===== config.mk =====
export PLATFORM = sky130hd
export DESIGN_NAME = sprite_rom_arbiter
export DESIGN_NICKNAME = d
export VERILOG_FILES = /design/src/rtl/sprite_rom_arbiter.sv
export SDC_FILE = /design/constraint.sdc
export NUM_CORES = 1
export LEC_CHECK = 0
export BUFFER_PORTS_ARGS = -buffer_cell sky130_fd_sc_hd__buf_2
export CAP_MARGIN = 0
export CORE_UTILIZATION = 30
export DETAILED_ROUTE_END_ITERATION = 8
export GPL_ROUTABILITY_DRIVEN = 0
export GPL_TIMING_DRIVEN = 0
export HOLD_SLACK_MARGIN = 0.05
export PLACE_DENSITY = 0.65
export SLEW_MARGIN = 5
export SYNTH_ARGS = -nofsm -noshare
export SYNTH_HDL_FRONTEND = slang
export SYNTH_SLANG_ARGS = --single-unit

===== constraint.sdc =====
create_clock -name vga_clk -period 3.3 [get_ports vga_clk]
set_input_delay 0.33 -clock vga_clk [delete_from_list [all_inputs] [get_ports vga_clk]]
set_output_delay 0.33 -clock vga_clk [all_outputs]
set_load 0.01 [all_outputs]

===== src/rtl/sprite_rom_arbiter.sv =====
// -----------------------------------------------------------------------------
// sprite_rom_arbiter
//
// Round-robin arbiter that shares one synchronous sprite ROM port among
// N_REQ requesters. The grant is combinational. An accepted access (req & gnt
// at a rising edge) registers the requester's address onto rom_address and
// sends a {valid, id} tag down a two-stage pipeline. The ROM word comes back
// on rd_data with rd_valid/rd_id exactly two cycles after acceptance.
//
// Optional feature (macro SPRITE_ROM_ARB_BLANK_GATE_EN):
//   When defined, requesters 1..N_REQ-1 are masked while blank is high.
//   Requester 0, the display pixel path, is never masked. When the macro is
//   undefined, blank is ignored.
//
// Ports
//   vga_clk      in   sole clock, rising edge
//   reset_n      in   asynchronous active-low reset
//   blank        in   high = active display, low = blanking interval
//   req          in   [N_REQ]          level requests
//   addr         in   [N_REQ*ADDR_W]   requester i at [i*ADDR_W +: ADDR_W]
//   gnt          out  [N_REQ]          one-hot (or zero) combinational grant
//   rom_address  out  [ADDR_W]         registered ROM address
//   rom_q        in   [DATA_W]         ROM data, one cycle after address
//   rd_valid     out                   one-cycle read-return strobe
//   rd_id        out  [$clog2(N_REQ)]  owner of rd_data
//   rd_data      out  [DATA_W]         registered ROM word
// -----------------------------------------------------------------------------
module sprite_rom_arbiter #(
  parameter int N_REQ  = 4,
  parameter int ADDR_W = 10,
  parameter int DATA_W = 4
) (
  input  logic                      vga_clk,
  input  logic                      reset_n,
  input  logic                      blank,
  input  logic [N_REQ-1:0]          req,
  input  logic [N_REQ*ADDR_W-1:0]   addr,
  output logic [N_REQ-1:0]          gnt,
  output logic [ADDR_W-1:0]         rom_address,
  input  logic [DATA_W-1:0]         rom_q,
  output logic                      rd_valid,
  output logic [$clog2(N_REQ)-1:0]  rd_id,
  output logic [DATA_W-1:0]         rd_data
);

  localparam int ID_W = $clog2(N_REQ);

  typedef struct packed {
    logic            valid;
    logic [ID_W-1:0] id;
  } tag_t;

  logic [ID_W-1:0]   last_grant;
  logic [ID_W-1:0]   gnt_id;
  logic              accept;
  logic [N_REQ-1:0]  eligible;
  logic [N_REQ-1:0]  above_last;
  logic [N_REQ-1:0]  upper_req;
  logic [N_REQ-1:0]  search_set;
  logic [ADDR_W-1:0] addr_lane [N_REQ];
  tag_t              stage1;
  tag_t              stage2;

  // Split the flat address bus into one lane per requester.
  always_comb begin
    for (int i = 0; i < N_REQ; i++) begin
      addr_lane[i] = addr[i*ADDR_W +: ADDR_W];
    end
  end

  // Requests that may compete this cycle.
`ifdef SPRITE_ROM_ARB_BLANK_GATE_EN
  always_comb begin
    eligible = req;
    if (blank) eligible = {{(N_REQ-1){1'b0}}, req[0]};
  end
`else
  logic unused_blank;
  assign unused_blank = blank;
  assign eligible     = req;
`endif

  // Round-robin pick: the lowest eligible requester above last_grant wins;
  // if none is above it, the search wraps and the lowest eligible wins.
  // NOTE: every signal assigned in an always_comb gets a value on every path
  // (defaults first), otherwise synthesis infers a latch.
  always_comb begin
    above_last = '0;
    for (int i = 0; i < N_REQ; i++) begin
      above_last[i] = (i > int'(last_grant));
    end
    upper_req  = eligible & above_last;
    search_set = (upper_req != '0) ? upper_req : eligible;
    // x & -x isolates the lowest set bit.
    gnt        = search_set & (-search_set);
    if (!reset_n) gnt = '0;

    gnt_id = '0;
    for (int i = 0; i < N_REQ; i++) begin
      if (gnt[i]) gnt_id = ID_W'(i);
    end
  end

  // gnt is only ever set where req is high, so any grant is an acceptance.
  assign accept = |gnt;

  // NOTE: state registers use non-blocking assignments so every flop samples
  // the pre-edge values; blocking here would let stage2 see the new stage1.
  always_ff @(posedge vga_clk or negedge reset_n) begin
    if (!reset_n) begin
      last_grant  <= ID_W'(N_REQ - 1);
      rom_address <= '0;
      stage1      <= '0;
      stage2      <= '0;
      rd_valid    <= 1'b0;
      rd_id       <= '0;
      rd_data     <= '0;
    end else begin
      stage1.valid <= accept;
      stage1.id    <= gnt_id;
      if (accept) begin
        last_grant  <= gnt_id;
        rom_address <= addr_lane[gnt_id];
      end

      // The ROM samples rom_address at the edge after acceptance; its word
      // is on rom_q for the following edge, when stage2 retires.
      stage2   <= stage1;
      rd_valid <= stage2.valid;
      if (stage2.valid) begin
        rd_id   <= stage2.id;
        rd_data <= rom_q;
      end
    end
  end

endmodule


==> results.md, run 1 <==
* Sequential cell area fraction in the yosys report at 52.7%
* Initial antenna violation count at 0
* Met2 WL at 1530 um
* Die X at 65.0 um
* Fin util at 44.1%
* Fin Setup TNS at 0 ns
* Grt ovf at 0
* Final hold viol count at 0
* Layout cell share with drive strength beyond 1 at 49.2%
* Hold WC Path Type: in -> async
* Total core area at 3740 um2
* Main flop type after synthesis: dfrtp_1
* Max-slew headroom at approximately three fifths
* Mapped Avg Cell Area at approximately 11 um2
* Most frequent cell after synthesis: dfrtp_1
* MaxCap Viol Count at 0
* TritonCTS buffer count at 3
* First drt pass iteration count at 4
* Cell area after synthesis at 1190 um2
* Vias in the first global route at 1105
* RSZ-0062 raised after global routing: false
* Post-synth top area share at roughly half
* VDD IR max at around 250 uV
* Pwr dens at 580 nW/um2
* Critical Path End Type: output port
* Post-synth EDFFs at 0
* Max Clock Freq at 464 MHz
* Post-DR vias/cell at 4.99
* Gr usage total at 15.0%
* Starting Density at 31.9%
* Top post-synthesis cells by count: dfrtp_1 (23), o22ai_1 (20), o21ai_0 (15)
* Library cells used by synthesis at 26
* Crit path DAT at 1.82 ns
* Top sig layer: met4
* WL/cell at 13.1 um
* Port buffer count at 70
* Met3 routed WL at 179 um
* Synth Net Count at 158
* Later-pin clock latency in the skew report at 0.27 ns
* Largest net degree at the start of global routing at 30
* Post-CTS sizing at 0
* Synthesized flop and latch total at 25
* Crit Path Class: in -> out
* M1 WL at approximately 1300 um
* Synth Warn # at 0
* Finish-stage setup viols at 0
* Fin crit share at 65.2%
* CTS max path bufs at 2
* Startpoint types: primary input
* Outcome: finished, final reports clean
* Die Ht at 65.0 um
* Die area at 4230 um2
* Syn Inst Count at 107
* Skew final at 0.00176 ns
* Nets@finish at approximately 230
* Ranking of synthesized cells by area: dfrtp_1 (48%), o22ai_1 (10%), mux2i_1 (8.4%)
* Yosys top cell by area: dfrtp_1
* Max Slew Vio Count at 0
* # IOs at between 70 and 80
* Leak at roughly 0.87 nW
* Ys async rst share at 100%
* Post-route ant nets at 0
* Crit path max fanout at 29
* DR vias at 1143
* 1st-iter DRT viols at 30
* First-pass GRT wire length at a little under 5000 um
* CTS tree: yes
* Routed wire length at about 3000 um
* Row count at 22
* Worst-Margin Slew at 0.625 ns
* CTS root buf: clkbuf_8
* Post-DP HPWL at 2200 um
* Filler cells at 398
* CTS clk-pin slew, worst paths at 0.09 ns
* Setup Buffers After CTS at 0
* Area grow syn2layout at 38.5%
* Critical Path RT at around 3 ns
* Crit path time final at ~2.2 ns
* # H-tree levels at 1
* Antenna diode count at 0
* Residual DRC at 0
* CTS sink cnt at 25
* # hold bufs at CTS at 0
[registers in the layout, summed over array words and instances, names as in the netlist]
register and count:
rd_valid 1, stage1 3, rd_data 4, last_grant 2, rd_id 2, stage2 3
rom_address 10
[stage by stage]
step	std cells	instance area (um2)	hold slack (ns)	setup WS [ns]	power [mW]
detailed placement	225	1600	0.336	0.905	0.786
finish	229	1650	0.0676	1.15	0.959
CTS	229	1650	0.0730	1.11	0.976
floorplan	107	1190	0.0344	1.58	0.639
global route	229	1650	0.0982	0.977	1.03
global placement	225	1600	0.332	0.969	0.780
[path summary, 6_finish.rpt]
kind | from | to | slack (ns) | depth (start not counted)
worst max-delay path | reset_n | gnt[2] | 1.15 | 6
worst min-delay path | reset_n | rd_valid$_DFF_PN0_ | 0.07 | 1
worst max register to register | last_grant[0]$_DFFE_PN1P_ | rom_address[3]$_DFFE_PN0P_ | 1.36 | 7
worst min register to register | stage1[0]$_DFF_PN0_ | stage2[0]$_DFF_PN0_ | 0.35 | 0
max in group asynchronous | reset_n | rom_address[9]$_DFFE_PN0P_ | 2.83 | 1
min in group vga_clk | rom_q[0] | rd_data[0]$_DFFE_PN0P_ | 0.29 | 2
[placed cells by master (no fill, tap or decap)]
master,netlist,final
a2111o_1,1,1
a21oi_1,1,1
a21oi_2,1,1
a31oi_4,1,1
and3_1,3,3
and3b_1,1,1
buf_2,3,73
buf_6,1,1
clkbuf_1,3,3
clkbuf_8,0,3
clkinvlp_4,0,1
dfrtp_1,23,23
dfstp_2,2,2
inv_1,5,5
mux2_2,6,6
mux2i_1,10,10
nand2_1,1,1
nand2_2,1,1
nand2b_1,1,1
nand3b_1,1,1
nor2_1,2,2
nor2b_1,1,1
o2111ai_1,1,1
o21a_1,1,1
o21ai_0,15,15
o21ai_1,1,1
o22ai_1,20,20
o31ai_1,1,1
[per-layer routing]
| metal | GRT usage (%) | up-vias |
|---|---|---|
| met1 | 17.2 | 543 |
| met5 | 0 | - |
| met3 | 3.87 | 2 |
| met2 | 28.0 | 44 |
| li1 | - | 554 |
| met4 | 2.45 | 0 |
[final cells by class]
class                           count  area, um2  share of cell area (%)
Clock inverter                      1       7.51                   0.455
Inverter                            5       18.8                    1.14
Tap cell                           48       60.1                    3.64
Clock buffer                        3       41.3                    2.50
Timing Repair Buffer               70        350                    21.2
Buffer                              7       37.5                    2.27
Multi-Input combinational cell     70        508                    30.8
Sequential cell                    25        628                    38.0
[report_power, final]
group / total, mW / switching, mW / internal [mW]
combinational: 0.344 / 0.186 / 0.159
clock: 0.183 / 0.0976 / 0.0855
sequential: 0.431 / 0.0433 / 0.388
total: 0.959 / 0.326 / 0.632
[cell families (layout without fill, tap and decap cells)]
| family | after synthesis | in the layout | share of synthesized area [%] |
|---|---|---|---|
| AOI/OAI and AO/OA | 43 | 43 | 23.1 |
| buffers and inverters | 12 | 86 | 4.72 |
| and+or+nand+nor | 11 | 11 | 5.46 |
| muxes | 16 | 16 | 14.1 |
| DFF | 25 | 25 | 52.7 |
[worst max-delay path, cell delays in order]
cell      delay, ns
buf_2          0.49
inv_1          0.18
a2111o_1       0.43
nand2_2        0.11
and3_1         0.16
buf_2          0.12
(Power assumes the default switching activity.)
==> run 2, diff against run 1 <==
clock period = 2.23 ns   (was 3.3 ns; I/O delays follow)
==> run 2 against run 1 <==
  * Die area did not move
  * Routed wire length is 0.47% higher
  * Sequential power grew 48%
  * Critical path type is now in -> reg
  * Largest power group unchanged
==> results.md, run 2 (same netlist as run 1, synthesis figures left out) <==
* VDD IR max at 364 uV
* Clock Power Share at around a fifth
* Fin Setup TNS at 0 ns
* Startpoint types: primary input
* Biggest regs: rom_address: 10 flops, rd_data: 4 flops
* WL/cell at 13.0 um
* Die area at 4230 um2
* Critical Path RT at 2.38 ns
* Crit Path Class: in -> reg
* # IOs at 72
* Finished layout cell area at 1670 um2
* Routed wire length at 3010 um
* Final hold viol count at 0
* CTS max path bufs at 2
* First-pass GRT wire length at just under 5000 um
* Max Clock Freq at 493 MHz
* Hold WC Path Type: in -> reg
* First drt pass iteration count at 4
* Area grow syn2layout at 40.2%
* Leak at 0.877 nW
* Post-DR vias/cell at 4.89
* Multi-input gate area at 508 um2
* RSZ-0062 raised after global routing: false
* Total core area at 3740 um2
* Fin util at roughly 45%
* Combinational Power Share at 36.1%
* Max reg flops at 10
* Post-DP HPWL at 2200 um
* Most frequent cells in the layout: buf_2 (73), dfrtp_1 (23), o22ai_1 (20)
* Finish-stage setup viols at 0
* TritonCTS buffer count at 3
* Antenna diode count at 0
* Pwr dens at ~850 nW/um2
* Placed inst area at ~1600 um2
* Vias in the first global route at 1107
* Residual DRC at 0
* MaxCap Viol Count at 0
* Crit path time final at 2.03 ns
* Max-slew headroom at 29.3%
* Worst-Margin Slew at around 1.1 ns
* Crit path max fanout at 10
* Starting Density at 31.9%
* Crit path DAT at 2.18 ns
* CTS tree: yes
* DR vias at 1129
* Initial antenna violation count at 0
* 1st-iter DRT viols at 30
* Place WS at -0.0577 ns
* CTS clk-pin slew, worst paths at 0.09 ns
* Final WS setup at 0.204 ns
* Port buffer count at 70
* Max Slew Vio Count at 0
* Die Ht at 65.0 um
* P_sw at 0.479 mW
* CTS root buf: clkbuf_8
* Critical Path End Type: flip-flop
* FF/Latch Area at 628 um2
* Skew final at 0.000930 ns
* Layout cell share with drive strength beyond 1 at between 40% and 50%
* # H-tree levels at 1
* Later-pin clock latency in the skew report at about 0.26 ns
* Outcome: finished, final reports clean
* Commonest non-fill, non-tap cell in the layout: buf_2
* Fin crit share at around nine tenths
* Switching Share at between 30% and 40%
* Filler cells at 396
* P_int at 0.938 mW
* Sequential share of power at 45.0%
* Nets@finish at ~240
* Largest register by flop count: rom_address
* Grt ovf at 0
* CTS sink cnt at 25
* Row count at 22
* Die X at about 65 um
* Gr usage total at 15.2%
* Post-route ant nets at 0
* Largest net degree at the start of global routing at 24
## run 2: changes by cell type in the layout (fill, tap and decap cells not counted)
cell and delta:
dlygate4sd3_1 +2
## run 2: worst max-delay path, cell delays in order
cell and delay, ns:
dlygate4sd3_1 0.52, buf_2 0.18, inv_1 0.09, a2111o_1 0.40, nand2_2 0.11, o21ai_0 0.15, clkbuf_1 0.26, o21ai_0 0.14
o22ai_1 0.09
## run 2: layer usage
| metal | global-route usage (%) | wire (um) |
|---|---|---|
| met1 | 18.2 | 1310 |
| met2 | 27.6 | 1510 |
| met3 | 3.87 | 178 |
| met4 | 2.45 | 10 |
| met5 | 0 | 0 |
## run 2: path summary, 6_finish.rpt
check	cells after the start	from	endpoint	slack (ns)
min	2	rom_q[2]	rd_data[2]$_DFFE_PN0P_	0.19
max	9	reset_n	rom_address[3]$_DFFE_PN0P_	0.20
max reg2reg	7	last_grant[0]$_DFFE_PN1P_	rom_address[3]$_DFFE_PN0P_	0.28
max in group asynchronous	3	reset_n	rd_data[2]$_DFFE_PN0P_	0.26
min reg2reg	0	stage1[0]$_DFF_PN0_	stage2[0]$_DFF_PN0_	0.35
min in group asynchronous	2	reset_n	last_grant[1]$_DFFE_PN1P_	0.50
## run 2: cell type report
class                   instances  share of cell area, %
clock inverters                 1                  0.449
well taps                      48                   3.59
repair buffers                 72                   22.2
plain buffers                   7                   2.25
inverters                       5                   1.12
flip-flops and latches         25                   37.6
multi-input cells              70                   30.4
clock buffers                   3                   2.47
## run 2: timing repair
item / CTS / global route
endpoints found under the hold margin: 23 / 0
resized for setup: 0 / 0
buffers inserted: 0 / 0
hold buffers: 2 / 0
## run 2: power by group through the flow
stage          clock network [mW]  registers, mW  logic (mW)
3_3_place_gp                    0          0.641       0.513
5_1_grt                     0.304          0.652       0.568
6_report                    0.268          0.638       0.511
2_1_floorplan                   0          0.677       0.268
3_5_place_dp                    0          0.646       0.516
4_1_cts                     0.289          0.637       0.521
## run 2: metrics by stage
stage	instances	hold slack [ns]	power, mW
after global routing	231	0.180	1.52
after global placement	225	0.274	1.15
after detailed placement	225	0.279	1.16
after CTS	231	0.175	1.45
after floorplan	107	-0.0726	0.946
final	231	0.187	1.42
